### src/rtl/cc_capture_ctrl.sv
// cc_capture_ctrl -- CMOS sensor capture controller.
//
// Gates the incoming pixel stream to a requested number of whole frames and
// measures per-frame statistics (cycles, valid beats, lines).
//
// Optional feature macro: CC_LINE_COUNT_EN
//   defined   : hsync rising edges are counted and reported on lines_per_frame_o
//   undefined : no hsync edge logic, lines_per_frame_o is tied to 0
//
// Ports
//   cmos_clk_i          capture clock, all registers update on its rising edge
//   rst                 synchronous active-high reset
//   cmos_data_i         pixel data (DATA_W)
//   cmos_vsync_i        frame sync, polarity selected by vsync_pol_i
//   cmos_hsync_i        line sync (active-high)
//   cmos_valid_i        pixel data valid
//   vsync_pol_i         0 = vsync active-high, 1 = active-low
//   arm_i               start request, accepted in IDLE only
//   abort_i             stop request; in CAPTURE the current frame completes
//   frame_cnt_i         frames to capture (0 = continuous), latched on arm
//   cmos_en_o           gated valid, one cycle after cmos_valid_i
//   cmos_data_o         cmos_data_i delayed one cycle
//   sof_o/eof_o         start/end of captured frame pulses
//   done_o              capture finished pulse (coincides with last eof_o)
//   stats_vld_o         statistics outputs updated pulse
//   busy_o              controller not IDLE
//   frame_length_o      cycles in last frame
//   valid_per_frame_o   valid beats in last frame
//   lines_per_frame_o   hsync rising edges in last frame
//   frames_done_o       frames completed in current or last capture

module cc_capture_ctrl #(
    parameter int unsigned DATA_W = 16,
    parameter int unsigned CNT_W  = 32,
    parameter int unsigned FRM_W  = 8
) (
    input  logic              cmos_clk_i,
    input  logic              rst,
    input  logic [DATA_W-1:0] cmos_data_i,
    input  logic              cmos_vsync_i,
    input  logic              cmos_hsync_i,
    input  logic              cmos_valid_i,
    input  logic              vsync_pol_i,
    input  logic              arm_i,
    input  logic              abort_i,
    input  logic [FRM_W-1:0]  frame_cnt_i,
    output logic              cmos_en_o,
    output logic [DATA_W-1:0] cmos_data_o,
    output logic              sof_o,
    output logic              eof_o,
    output logic              done_o,
    output logic              stats_vld_o,
    output logic              busy_o,
    output logic [CNT_W-1:0]  frame_length_o,
    output logic [CNT_W-1:0]  valid_per_frame_o,
    output logic [CNT_W-1:0]  lines_per_frame_o,
    output logic [FRM_W-1:0]  frames_done_o
);

    typedef enum logic [1:0] {
        IDLE    = 2'd0,
        ARMED   = 2'd1,
        CAPTURE = 2'd2
    } state_t;

    state_t state, state_next;

    logic vs, vs_q, vsync_edge;

    logic [FRM_W-1:0] target, target_next;
    logic [FRM_W-1:0] frames_next, frames_inc;
    logic             abort_lat, abort_next;
    logic             sof_next, eof_next, done_next;
    logic             end_capture;

    // Set by the first vsync edge after reset; that edge closes a partial
    // frame, so its statistics are discarded.
    logic             stats_primed;

    logic [CNT_W-1:0] len, len_inc;
    logic [CNT_W-1:0] vcnt, vcnt_inc;

    // ------------------------------------------------------------------
    // Frame sync edge detection
    // ------------------------------------------------------------------
    assign vs         = cmos_vsync_i ^ vsync_pol_i;
    assign vsync_edge = vs & ~vs_q;

    always_ff @(posedge cmos_clk_i) begin
        if (rst) begin
            vs_q <= 1'b0;
        end else begin
            vs_q <= vs;
        end
    end

    // ------------------------------------------------------------------
    // Control FSM: next state and pulse generation
    // ------------------------------------------------------------------
    assign frames_inc = (frames_done_o == '1) ? frames_done_o
                                              : frames_done_o + FRM_W'(1);

    always_comb begin
        state_next  = state;
        target_next = target;
        frames_next = frames_done_o;
        abort_next  = abort_lat;
        sof_next    = 1'b0;
        eof_next    = 1'b0;
        done_next   = 1'b0;
        end_capture = 1'b0;

        case (state)
            IDLE: begin
                // abort_i is meaningless here; arm wins
                if (arm_i) begin
                    state_next  = ARMED;
                    target_next = frame_cnt_i;
                    frames_next = '0;
                    abort_next  = 1'b0;
                end
            end

            ARMED: begin
                if (abort_i) begin
                    state_next = IDLE;
                end else if (vsync_edge) begin
                    state_next = CAPTURE;
                    sof_next   = 1'b1;
                end
            end

            CAPTURE: begin
                if (vsync_edge) begin
                    frames_next = frames_inc;
                    eof_next    = 1'b1;
                    abort_next  = 1'b0;
                    // abort seen anywhere in the closing frame, including
                    // this cycle, ends the capture at this frame boundary
                    if (((target != '0) && (frames_inc == target)) ||
                        abort_lat || abort_i) begin
                        end_capture = 1'b1;
                        done_next   = 1'b1;
                        state_next  = IDLE;
                    end else begin
                        sof_next = 1'b1;
                    end
                end else if (abort_i) begin
                    abort_next = 1'b1;
                end
            end

            default: begin
                state_next = IDLE;
            end
        endcase
    end

    always_ff @(posedge cmos_clk_i) begin
        if (rst) begin
            state         <= IDLE;
            target        <= '0;
            frames_done_o <= '0;
            abort_lat     <= 1'b0;
            sof_o         <= 1'b0;
            eof_o         <= 1'b0;
            done_o        <= 1'b0;
        end else begin
            state         <= state_next;
            target        <= target_next;
            frames_done_o <= frames_next;
            abort_lat     <= abort_next;
            sof_o         <= sof_next;
            eof_o         <= eof_next;
            done_o        <= done_next;
        end
    end

    assign busy_o = (state != IDLE);

    // ------------------------------------------------------------------
    // Data path: one-cycle pipeline, valid gated to captured frames
    // ------------------------------------------------------------------
    always_ff @(posedge cmos_clk_i) begin
        if (rst) begin
            cmos_en_o   <= 1'b0;
            cmos_data_o <= '0;
        end else begin
            cmos_en_o   <= cmos_valid_i && (state == CAPTURE) && !end_capture;
            cmos_data_o <= cmos_data_i;
        end
    end

    // ------------------------------------------------------------------
    // Statistics (run regardless of FSM state, saturating)
    // ------------------------------------------------------------------
    assign len_inc  = (len == '1)  ? len  : len + CNT_W'(1);
    assign vcnt_inc = (vcnt == '1) ? vcnt : vcnt + CNT_W'(cmos_valid_i);

    always_ff @(posedge cmos_clk_i) begin
        if (rst) begin
            len               <= '0;
            vcnt              <= '0;
            stats_primed      <= 1'b0;
            frame_length_o    <= '0;
            valid_per_frame_o <= '0;
            stats_vld_o       <= 1'b0;
        end else begin
            stats_vld_o <= 1'b0;
            if (vsync_edge) begin
                // the edge cycle is the first cycle of the new frame
                len          <= CNT_W'(1);
                vcnt         <= CNT_W'(cmos_valid_i);
                stats_primed <= 1'b1;
                if (stats_primed) begin
                    frame_length_o    <= len;
                    valid_per_frame_o <= vcnt;
                    stats_vld_o       <= 1'b1;
                end
            end else begin
                len  <= len_inc;
                vcnt <= vcnt_inc;
            end
        end
    end

`ifdef CC_LINE_COUNT_EN
    logic             hs_q, hsync_edge;
    logic [CNT_W-1:0] lcnt, lcnt_inc, lines;

    assign hsync_edge = cmos_hsync_i & ~hs_q;
    assign lcnt_inc   = (lcnt == '1) ? lcnt : lcnt + CNT_W'(hsync_edge);

    always_ff @(posedge cmos_clk_i) begin
        if (rst) begin
            hs_q  <= 1'b0;
            lcnt  <= '0;
            lines <= '0;
        end else begin
            hs_q <= cmos_hsync_i;
            if (vsync_edge) begin
                lcnt <= '0;
                if (stats_primed) begin
                    lines <= lcnt;
                end
            end else begin
                lcnt <= lcnt_inc;
            end
        end
    end

    assign lines_per_frame_o = lines;
`else
    logic unused_hsync;
    assign unused_hsync      = cmos_hsync_i;
    assign lines_per_frame_o = '0;
`endif

endmodule

### config.mk
export PLATFORM = sky130hd
export DESIGN_NAME = cc_capture_ctrl
export DESIGN_NICKNAME = d
export VERILOG_FILES = /design/src/rtl/cc_capture_ctrl.sv
export SDC_FILE = /design/constraint.sdc
export NUM_CORES = 1
export LEC_CHECK = 0
export ABC_AREA = 1
export BUFFER_PORTS_ARGS = -buffer_cell sky130_fd_sc_hd__buf_2
export CORE_UTILIZATION = 55
export DETAILED_ROUTE_END_ITERATION = 7
export PLACE_DENSITY = 0.8
export REMOVE_ABC_BUFFERS = 1
export SLEW_MARGIN = 0
export SYNTH_ARGS = -nofsm -noshare
export SYNTH_HDL_FRONTEND = slang
export SYNTH_SLANG_ARGS = --single-unit
### constraint.sdc
create_clock -name cmos_clk_i -period 2.5 [get_ports cmos_clk_i]
set_input_delay 0.25 -clock cmos_clk_i [delete_from_list [all_inputs] [get_ports cmos_clk_i]]
set_output_delay 0.25 -clock cmos_clk_i [all_outputs]
set_load 0.05 [all_outputs]
==> impl_results.md <==
- Final hold violations: 0
- Final Slew Violations: 0
- Post-Route WL: 18.8 mm
- Clock root buffer master: clkbuf_16
- Clock Tree Buf Depth: 2
- Fmax: 0.474 GHz
- Worst Setup Start Kind: register
- # IOs: 158
- # fillers: 1281
- Fin nets: 1237
- Leak pwr: 0.00413 µW
- Register area: 0.00340 mm²
- Die Y: 122 µm
- Tightest Pin Transition: 0.549 ns
- Synth area leader: dfxtp_1
- Post-CTS setup buffers: 0
- DIE AREA: 0.0150 mm²
- RSZ-0062 raised after global routing: false
- Average wire per standard cell: 13.5 µm
- Grt ovf: 0
- H-tree levels: 4
- Initial antenna violation count: 0
- Max cap viols: 0
- Initial Util: 56.9%
- Dominant cell by count in the synthesized netlist: nand2_1
- Vias in the first global route: 6571
- CTS clk-pin slew, worst paths: 0.07 ns
- Critical Setup Path Class: reg -> reg
- Yosys top cell area share: 42.8%
- Die width: 122 µm
- Worst-path fanout max: 19
- Initial detailed-routing violation count: 500
- Synthesized area per cell: 7.29 µm²
- Crit. Startpoint: len[1]
- Port bufs: 124
- Total track usage: 26.5%
- Cts bufs inserted: 17
- Multi-input gate area: 0.00374 mm²
- Critical path buffers and inverters: 4
- RD Place Congestion: 0.947
- CP peak stage delay: 0.41 ns
- Cell Pwr Density: 703 mW/mm²
- DP Area: 0.00861 mm²
- Drt drc: 0
- Asr flop ratio synth: 0%
- Post-synth EDFFs: 0
- Hold Crit Class: in -> reg
- CP endpoint kind: register
- ANT cells: 0
- Yosys warnings: 0
- Vias per cell: 5.18
- Pin count of the biggest net entering global routing: 66
- Share of layout cells above drive strength 1: 16.4%
- Std-Cell Rows: 43
- Post-synth cell types: 40
- Hold buffer count at CTS: 0
- TritonRoute pass-1 iters: 7
- Synthesized flop and latch total: 170
- Crit path max-delay family: simple AND/OR/NAND/NOR gates
- CTS tree: done
- WP data required: 2.87 ns
- Critical path cell sequence: ha_1 > inv_1 > nor3_2 > nand4_1 > inv_2 > nand4_2 > inv_2 > o21ai_0 > inv_1
- Commonest cells post-synth: nand2_1, dfxtp_1, inv_1
- Tcrit/Tclk final: 84.4%
- Sink Count: 170
- Slew HR: 63.4%
- Synth area leaders: dfxtp_1, nand2_1, nand3_1, inv_1, a21oi_1
- First-pass GRT wire length: 31.4 mm
- Final clock skew: 0.00740 ns
- Routed vias: 7204
- Worst path slowest cell: dfxtp_1
- CTS resizes: 0
- Top_reg_cell synth: dfxtp_1
- Cell area after layout: 0.00921 mm²
- Synthesized netlist cell count: 1091
- P&R area growth vs syn: 15.7%
- Worst-Skew Late Latency: 0.43 ns
- Reg2reg start: len[1]
- Core Box Area: 0.0140 mm²
- Seq/Total Area, Yosys: 42.8%
- Antenna viol nets, final: 0
- Cell Area, Synth: 0.00796 mm²
- Crit path time final: 2.11 ns
- HP Start: cmos_data_i[4]
- Status: finished, final reports clean
- Final setup fails: 0
- Peak VDD IR: 0.716 mV
- Crit path DAT: 2.48 ns
- Util after Layout: 65.8%
- HPWL Detailed: 13.5 mm
flip-flops by register name, indices dropped and copies added, names as in the netlist:
register and cells:
stats_vld_o 1, sof_o 1, frames_done_o 8, state 2, stats_primed 1, eof_o 1
cmos_en_o 1, cmos_data_o 16, len 32, valid_per_frame_o 32, target 8, vs_q 1
frame_length_o 32, done_o 1, abort_lat 1, vcnt 32
worst paths after layout:
| kind | to | slack, ns | cells after the start |
|---|---|---|---|
| min reg2reg | frame_length_o[18] | 0.46 | 2 |
| min | cmos_data_o[4] | 0.02 | 3 |
| max | len[31] | 0.39 | 9 |
| max reg2reg | len[31] | 0.39 | 9 |
per-layer routing:
layer | share of wire, % | global-route usage [%] | up-vias | wire length [µm]
li1 | - | - | 3688 | -
met1 | 44 | 33.7 | 3271 | 8280
met2 | 49 | 44.6 | 212 | 9280
met3 | 4.4 | 5.25 | 33 | 822
met4 | 2.0 | 9.53 | 0 | 366
met5 | 0 | 0 | - | 0
report_power, final:
group	switching, µW	leakage [µW]	total [µW]	internal (µW)
registers	69.2	0.00138	2870	2800
clock network	1080	0.000278	2700	1620
logic	667	0.00248	904	237
total	1820	0.00413	6480	4660
placed cells by master (no fill, tap or decap), types with 3 or more instances in the layout:
cell type and instances:
a21oi_1 88, a31oi_1 11, buf_12 3, buf_2 124, buf_4 7, bufinv_16 3, clkbuf_16 17, clkinvlp_4 5
conb_1 32, dfxtp_1 169, ha_1 7, inv_1 129, inv_2 6, nand2_1 207, nand2_2 4, nand3_1 103
nand3_2 3, nand4_1 15, nor2_1 90, nor2_2 4, nor3_1 34, nor3_2 4, nor4_1 11, o21ai_0 46
o21ai_1 4, o22ai_1 8, or2_2 4, xnor2_1 11, xor2_1 38
through the flow:
step / power, µW / hold WS [ns] / instances / setup slack, ns / TNS (ns)
3_3_place_gp: 3800 / 0.443 / 1359 / 0.459 / 0
2_1_floorplan: 3570 / 0.319 / 1045 / -0.977 / -87.48
6_report: 6480 / 0.0198 / 1390 / 0.391 / 0
5_1_grt: 6740 / 0.0166 / 1390 / 0.0894 / 0
4_1_cts: 6510 / 0.00963 / 1390 / 0.394 / 0
3_5_place_dp: 3830 / 0.449 / 1359 / 0.399 / 0
tightest hold or removal path: stages:
cell    delay (ns)
buf_2         0.07
inv_1         0.03
nor2_1        0.06
layout make-up:
cell class                 instances  area share (%)
clock buffer                      21            5.00
clock inverter                    10            1.54
inverter                         135            5.50
multi-input combinational        740            40.6
sequential                       170            37.0
tap                              180            2.45
timing repair buffer             134            7.96
kinds of logic (layout without fill, tap and decap cells):
| family | Yosys count | after routing | synth area share (%) |
|---|---|---|---|
| other | 1 | 32 | 0.0471 |
| AO/OA/AOI/OAI | 162 | 162 | 10.6 |
| flip-flops | 170 | 170 | 42.8 |
| buffers and inverters | 212 | 300 | 11.8 |
| XOR/XNOR | 49 | 49 | 5.39 |
| AND/OR/NAND/NOR | 490 | 490 | 28.2 |
| adder cells (fa/ha/maj) | 7 | 7 | 1.10 |
(Power assumes the default switching activity.)
